$ cat config.mk
export PLATFORM = sky130hd
export DESIGN_NAME = bcd_down_counter_flat
export DESIGN_NICKNAME = d
export VERILOG_FILES = /design/src/rtl/bcd_down_counter_if.sv /design/src/rtl/bcd_down_counter.sv /design/src/flat_wrapper.sv
export SDC_FILE = /design/constraint.sdc
export NUM_CORES = 1
export LEC_CHECK = 0
export CORE_MARGIN = 2
export CORE_UTILIZATION = 25
export CTS_BUF_LIST = sky130_fd_sc_hd__clkbuf_16
export CTS_CLUSTER_SIZE = 12
export DETAILED_ROUTE_END_ITERATION = 10
export PLACE_DENSITY = 0.44
export SYNTH_ARGS = -nofsm -noshare
export SYNTH_HDL_FRONTEND = slang
export SYNTH_SLANG_ARGS = --single-unit
$ cat constraint.sdc
create_clock -name clk -period 4.7 [get_ports clk]
set_clock_uncertainty 0.1 [all_clocks]
set_input_delay 0.705 -clock clk [delete_from_list [all_inputs] [get_ports clk]]
set_output_delay 0.705 -clock clk [all_outputs]
set_load 0.01 [all_outputs]
$ cat src/rtl/bcd_down_counter_if.sv
// Bundles the user-facing signals of bcd_down_counter.
//   load_btn : async push-button load request, active-high
//   run_sw   : async run switch, 1 = count down, 0 = hold
//   din      : BCD preset value, sampled on load
//   q        : current BCD count
//   borrow   : one-clk pulse on the 0 -> 9 wrap
//   load_err : sticky flag, last load saw an invalid BCD value
//   cloc     : divided clock, toggles on every count tick
//   state_o  : current FSM state code for debug LEDs
// master drives the controls and observes the counter; slave is the counter.
interface bcd_down_counter_if;
  logic       load_btn;
  logic       run_sw;
  logic [3:0] din;
  logic [3:0] q;
  logic       borrow;
  logic       load_err;
  logic       cloc;
  logic [1:0] state_o;

  modport master (
    output load_btn, run_sw, din,
    input  q, borrow, load_err, cloc, state_o
  );

  modport slave (
    input  load_btn, run_sw, din,
    output q, borrow, load_err, cloc, state_o
  );
endinterface

$ cat src/rtl/bcd_down_counter.sv
// Single-digit BCD down counter with a free-running tick divider, a
// synchronized load button (edge-detected) and run switch, and a small
// IDLE/RUN/LOAD state machine.
//   clk   : system clock, all logic on its rising edge
//   rst_n : synchronous active-low reset
//   bus   : slave side of bcd_down_counter_if (controls in, count/status out)
module bcd_down_counter #(
  parameter int unsigned DIV_COUNT = 20000000,
  parameter int unsigned DIV_W     = 27
) (
  input  logic               clk,
  input  logic               rst_n,
  bcd_down_counter_if.slave  bus
);

  typedef enum logic [1:0] {
    IDLE = 2'b00,
    RUN  = 2'b01,
    LOAD = 2'b10
  } state_t;

  state_t state, state_nxt;

  logic             ld_s1, ld_s2, ld_prev;
  logic             rn_s1, rn_s2;
  logic             load_req;
  logic [DIV_W-1:0] div;
  logic             tick;
  logic             cloc_r;
  logic [3:0]       q_r;
  logic             borrow_r;
  logic             err_r;
  logic             load_now;
  logic             dec_now;

  // Two-flop synchronizers; ld_prev holds the previous synchronized value so a
  // held button gives exactly one request. ld_prev resets to 0, so a button
  // already held through reset still yields one request afterwards.
  always_ff @(posedge clk) begin
    if (!rst_n) begin
      ld_s1   <= 1'b0;
      ld_s2   <= 1'b0;
      ld_prev <= 1'b0;
      rn_s1   <= 1'b0;
      rn_s2   <= 1'b0;
    end else begin
      ld_s1   <= bus.load_btn;
      ld_s2   <= ld_s1;
      ld_prev <= ld_s2;
      rn_s1   <= bus.run_sw;
      rn_s2   <= rn_s1;
    end
  end

  assign load_req = ld_s2 & ~ld_prev;

  // Free-running divider; tick is high during the wrap cycle.
  assign tick = (div == DIV_W'(DIV_COUNT - 1));

  always_ff @(posedge clk) begin
    if (!rst_n) begin
      div    <= '0;
      cloc_r <= 1'b0;
    end else begin
      div    <= tick ? '0 : div + 1'b1;
      cloc_r <= cloc_r ^ tick;
    end
  end

  // FSM state register
  always_ff @(posedge clk) begin
    if (!rst_n) state <= IDLE;
    else        state <= state_nxt;
  end

  // FSM next-state logic
  always_comb begin
    state_nxt = IDLE;
    case (state)
      IDLE: begin
        if (load_req)   state_nxt = LOAD;
        else if (rn_s2) state_nxt = RUN;
        else            state_nxt = IDLE;
      end
      RUN: begin
        if (load_req)    state_nxt = LOAD;
        else if (!rn_s2) state_nxt = IDLE;
        else             state_nxt = RUN;
      end
      LOAD: state_nxt = rn_s2 ? RUN : IDLE;
      default: state_nxt = IDLE;
    endcase
  end

  // FSM outputs; a load request in RUN suppresses that cycle's decrement.
  always_comb begin
    load_now = (state == LOAD);
    dec_now  = (state == RUN) && tick && !load_req;
  end

  // Count datapath
  always_ff @(posedge clk) begin
    if (!rst_n) begin
      q_r      <= '0;
      borrow_r <= 1'b0;
      err_r    <= 1'b0;
    end else begin
      borrow_r <= 1'b0;
      if (load_now) begin
        if (bus.din > 4'd9) begin
          q_r   <= 4'd9;
          err_r <= 1'b1;
        end else begin
          q_r   <= bus.din;
          err_r <= 1'b0;
        end
      end else if (dec_now) begin
        if (q_r == 4'd0) begin
          q_r      <= 4'd9;
          borrow_r <= 1'b1;
        end else begin
          q_r <= q_r - 4'd1;
        end
      end
    end
  end

  assign bus.q        = q_r;
  assign bus.borrow   = borrow_r;
  assign bus.load_err = err_r;
  assign bus.cloc     = cloc_r;
  assign bus.state_o  = state;

endmodule
$ cat src/flat_wrapper.sv
// flat-port wrapper written by rule: the top's interface ports become plain ports
module bcd_down_counter_flat 
#(
  parameter int unsigned DIV_COUNT = 20000000,
  parameter int unsigned DIV_W     = 27
)
  (clk, rst_n, bus_load_btn, bus_run_sw, bus_din, bus_q, bus_borrow, bus_load_err, bus_cloc, bus_state_o);
  bcd_down_counter_if bus_i ();
  input  logic clk;
  input  logic rst_n;
  input wire logic [$bits(bus_i.load_btn)-1:0] bus_load_btn;
  input wire logic [$bits(bus_i.run_sw)-1:0] bus_run_sw;
  input wire logic [$bits(bus_i.din)-1:0] bus_din;
  output wire logic [$bits(bus_i.q)-1:0] bus_q;
  output wire logic [$bits(bus_i.borrow)-1:0] bus_borrow;
  output wire logic [$bits(bus_i.load_err)-1:0] bus_load_err;
  output wire logic [$bits(bus_i.cloc)-1:0] bus_cloc;
  output wire logic [$bits(bus_i.state_o)-1:0] bus_state_o;
  assign bus_i.load_btn = bus_load_btn;
  assign bus_i.run_sw = bus_run_sw;
  assign bus_i.din = bus_din;
  assign bus_q = bus_i.q;
  assign bus_borrow = bus_i.borrow;
  assign bus_load_err = bus_i.load_err;
  assign bus_cloc = bus_i.cloc;
  assign bus_state_o = bus_i.state_o;
  bcd_down_counter #(.DIV_COUNT(DIV_COUNT), .DIV_W(DIV_W)) u_core (.clk(clk), .rst_n(rst_n), .bus(bus_i));
endmodule
==> summary.txt <==
Timing
  • Tmin final: 2.25 ns
  • Final Max Slew Viols: 0
  • Final setup violation count: 0
  • Fin crit share: 47.8%
  • Final hold vios: 0
  • Unrepaired setup endpoints after global routing: no
  • Setup TNS: 0 ns
  • Fmax: 0.445 GHz
  • Worst slew margin: 66.4%
  • Hold Slack: 0.317 ns
  • Worst slew pin tran: 0.503 ns

Global routing
  • Global route total overflow: 0
  • Overall Global Routing Usage: 11.4%
  • Largest net degree at the start of global routing: 22
  • Initial antenna violation count: 0
  • First-pass GRT wire length: 7.76 mm
  • Number of global-route vias before repair: 1599

Die
  • Die X: 91.0 microns
  • DIE AREA: 8280 sq um
  • Core ar.: 7290 sq um
  • Die Span Y: 91.0 microns
  • Row count: 31
  • I/O pin count: 17
  • Initial core utilization: 26.0%

Logic synthesis
  • Ys flop type: dfxtp_1
  • Multiplexer share of the synthesized area: 0.529%
  • Compound-Gate Fraction of Synth Area: 15.0%
  • Asr flop ratio synth: 0%
  • Mean post-synth cell area: 8.49 sq um
  • XOR/XNOR share of the synthesized area: 5.09%
  • Synth area leader: dfxtp_1
  • Distinct cell type count after synthesis: 44
  • Syn nets: 232
  • Post-synthesis simple-gate area fraction: 31.9%
  • Area contributors post-synth: dfxtp_1, a21oi_1, nor2_1, o21ai_0, xnor2_1
  • Synth Cell Area: 1890 sq um
  • Largest family of logic cells by synthesized area: simple AND/OR/NAND/NOR gates
  • Post-synthesis sequential area ratio: 43.4%
  • Synth Instances: 223
  • Synth Area in Adders: 0.661%
  • Post-synth EDFFs: 0
  • #FFs+latches synth: 41
  • Top-area cell type share of the netlist area: 43.4%
  • Ys Warns: 0

Finish
  • Fillers: 825
  • Fin nets: 248
  • Share of cells above drive strength 1: 5.42%
  • Area Overhead vs Synth: 21.0%
  • Most frequent cells in the layout: dfxtp_1, nor2_1, nand2_1, clkdlybuf4s50_1, a21oi_1
  • Most common cell after layout, fill and taps aside: dfxtp_1
  • Inserted Diodes: 0

Clocking
  • Post-CTS Resized: 0
  • CTS H-tree depth: 2
  • Post-CTS Hold Fix Bufs: 0
  • Clock Latency Late Sink: 0.28 ns
  • CTS sink cnt: 41
  • Clock-pin slew on the worst setup and hold paths: 0.06 ns
  • Clk buf depth: 2
  • Num CTS Buffers: 5
  • Clock root buffer: clkbuf_16
  • TritonCTS clock tree: done
  • Post-CTS setup buffers: 0

Placed design
  • Buffers added on ports: 16
  • Final HPWL DP: 2.97 mm
  • GP Congestion: 0.742

Worst setup path
  • Critical Path RT: 4.82 ns
  • Max FO, Critical Path: 15
  • Crit end category: register
  • WS Path Type: in -> reg
  • Worst endpoint data arrival time: 2.37 ns
  • Startpoint Class: primary input

Drt
  • Detailed Routing Iterations Pass 1: 4
  • Detailed Route WL: 4.28 mm
  • DRC Markers: 0
  • Initial DRC count: 109
  • DRT antenna net count: 0
  • Vias per Instance: 4.80
  • Via count: 1627
  • Wire per inst: 12.6 microns

Power
  • Max VDD drop: 0.129 mV
  • Combinational Power Share: 4.9%
  • Sequential share of power: 50.2%
  • P_int: 0.000563 W
  • PwrDens: 313 nW/um^2
  • Net Sw Power: 0.000154 W
  • Switching Share: 21.5%
  • Clk pwr share: 44.9%
  • Leak Pwr: 0.698 nW

Hold path
  • HP Class: reg -> reg

Flow run
  • Max cap viols: 0

Status
  • Status: finished clean
## final cells by class
class,instances,area (sq um),area share [%]
clock inverter,3,12.5,0.546
inverter,9,33.8,1.48
timing repair buffer,17,168,7.32
multi-input combinational,165,1010,43.9
sequential,41,821,35.8
clock buffer,5,125,5.46
tap,99,124,5.41
## synth_stat cells, types with 2 or more instances
cell type	instances
nor2_1	19
nor4_1	7
and2_1	8
a21oi_1	15
o31ai_1	3
buf_2	2
nor3_1	6
or3_1	10
inv_1	8
clkbuf_1	6
o21a_1	2
nor3b_1	2
nand2_1	16
nand2b_1	2
nand4_1	9
nor4bb_1	3
o21ai_0	14
dfxtp_1	41
and4_1	3
xor2_1	3
nor2b_1	2
xnor2_1	8
and3_1	2
nand3_1	12
## power groups by stage
stage	logic [W]	clock network [W]	registers, W
global placement	0.0000352	0	0.000368
finish	0.0000349	0.000322	0.000360
global route	0.0000396	0.000353	0.000361
CTS	0.0000356	0.000334	0.000360
floorplan	0.0000179	0	0.000367
detailed placement	0.0000352	0	0.000368
## worst max-delay path, stage by stage
cell and delay (ns):
clkdlybuf4s50_1 0.77, clkinv_1 0.42, nor3_1 0.26, o21ai_0 0.11, nand3_1 0.10
## metal layers
metal | part of all wire (%) | global-route usage [%] | routed length [microns]
met1 | 51 | 15.2 | 2180
met2 | 44 | 18.1 | 1900
met3 | 3.5 | 2.49 | 150
met4 | 1.2 | 3.79 | 52
met5 | 0 | 0 | 0
## stage by stage
stage	total power, W	instances	utilization, %	area, sq um	setup slack [ns]
3_3_place_gp	0.000403	331	29.5	2150	2.20
3_5_place_dp	0.000403	331	29.5	2150	2.12
5_1_grt	0.000753	339	31.4	2290	2.15
4_1_cts	0.000730	339	31.4	2290	2.40
6_report	0.000717	339	31.4	2290	2.45
2_1_floorplan	0.000385	223	-	1890	2.77
## final timing paths
path                             startpoint                               end  slack (ns)  depth (start not counted)
setup / recovery                      rst_n      u_core.bus.q[2]$_SDFFE_PN0P_        2.45                          5
hold reg to reg   u_core.ld_prev$_SDFF_PN0_  u_core.bus.state_o[1]$_SDFF_PN0_        0.32                          1
hold / removal    u_core.ld_prev$_SDFF_PN0_  u_core.bus.state_o[1]$_SDFF_PN0_        0.32                          1
setup reg to reg  u_core.div[20]$_SDFF_PP0_      u_core.bus.q[0]$_SDFFE_PN0P_        2.45                          4
## registers in the layout (all words and copies together), names as in the netlist
signal               count
u_core.ld_prev           1
u_core.div              27
u_core.ld_s1             1
u_core.bus.cloc          1
u_core.bus.q             4
u_core.rn_s1             1
u_core.bus.borrow        1
u_core.rn_s2             1
u_core.ld_s2             1
u_core.bus.state_o       2
u_core.bus.load_err      1
## logic make-up (layout without fill, tap and decap cells)
logic type      count (synthesis)  in the layout
buf+inv                        17             34
simple gates                  107            107
compound gates                 45             45
fa+ha+maj                       1              1
mux                             1              1
flops                          41             41
xor+xnor                       11             11
(Power assumes the default switching activity.)
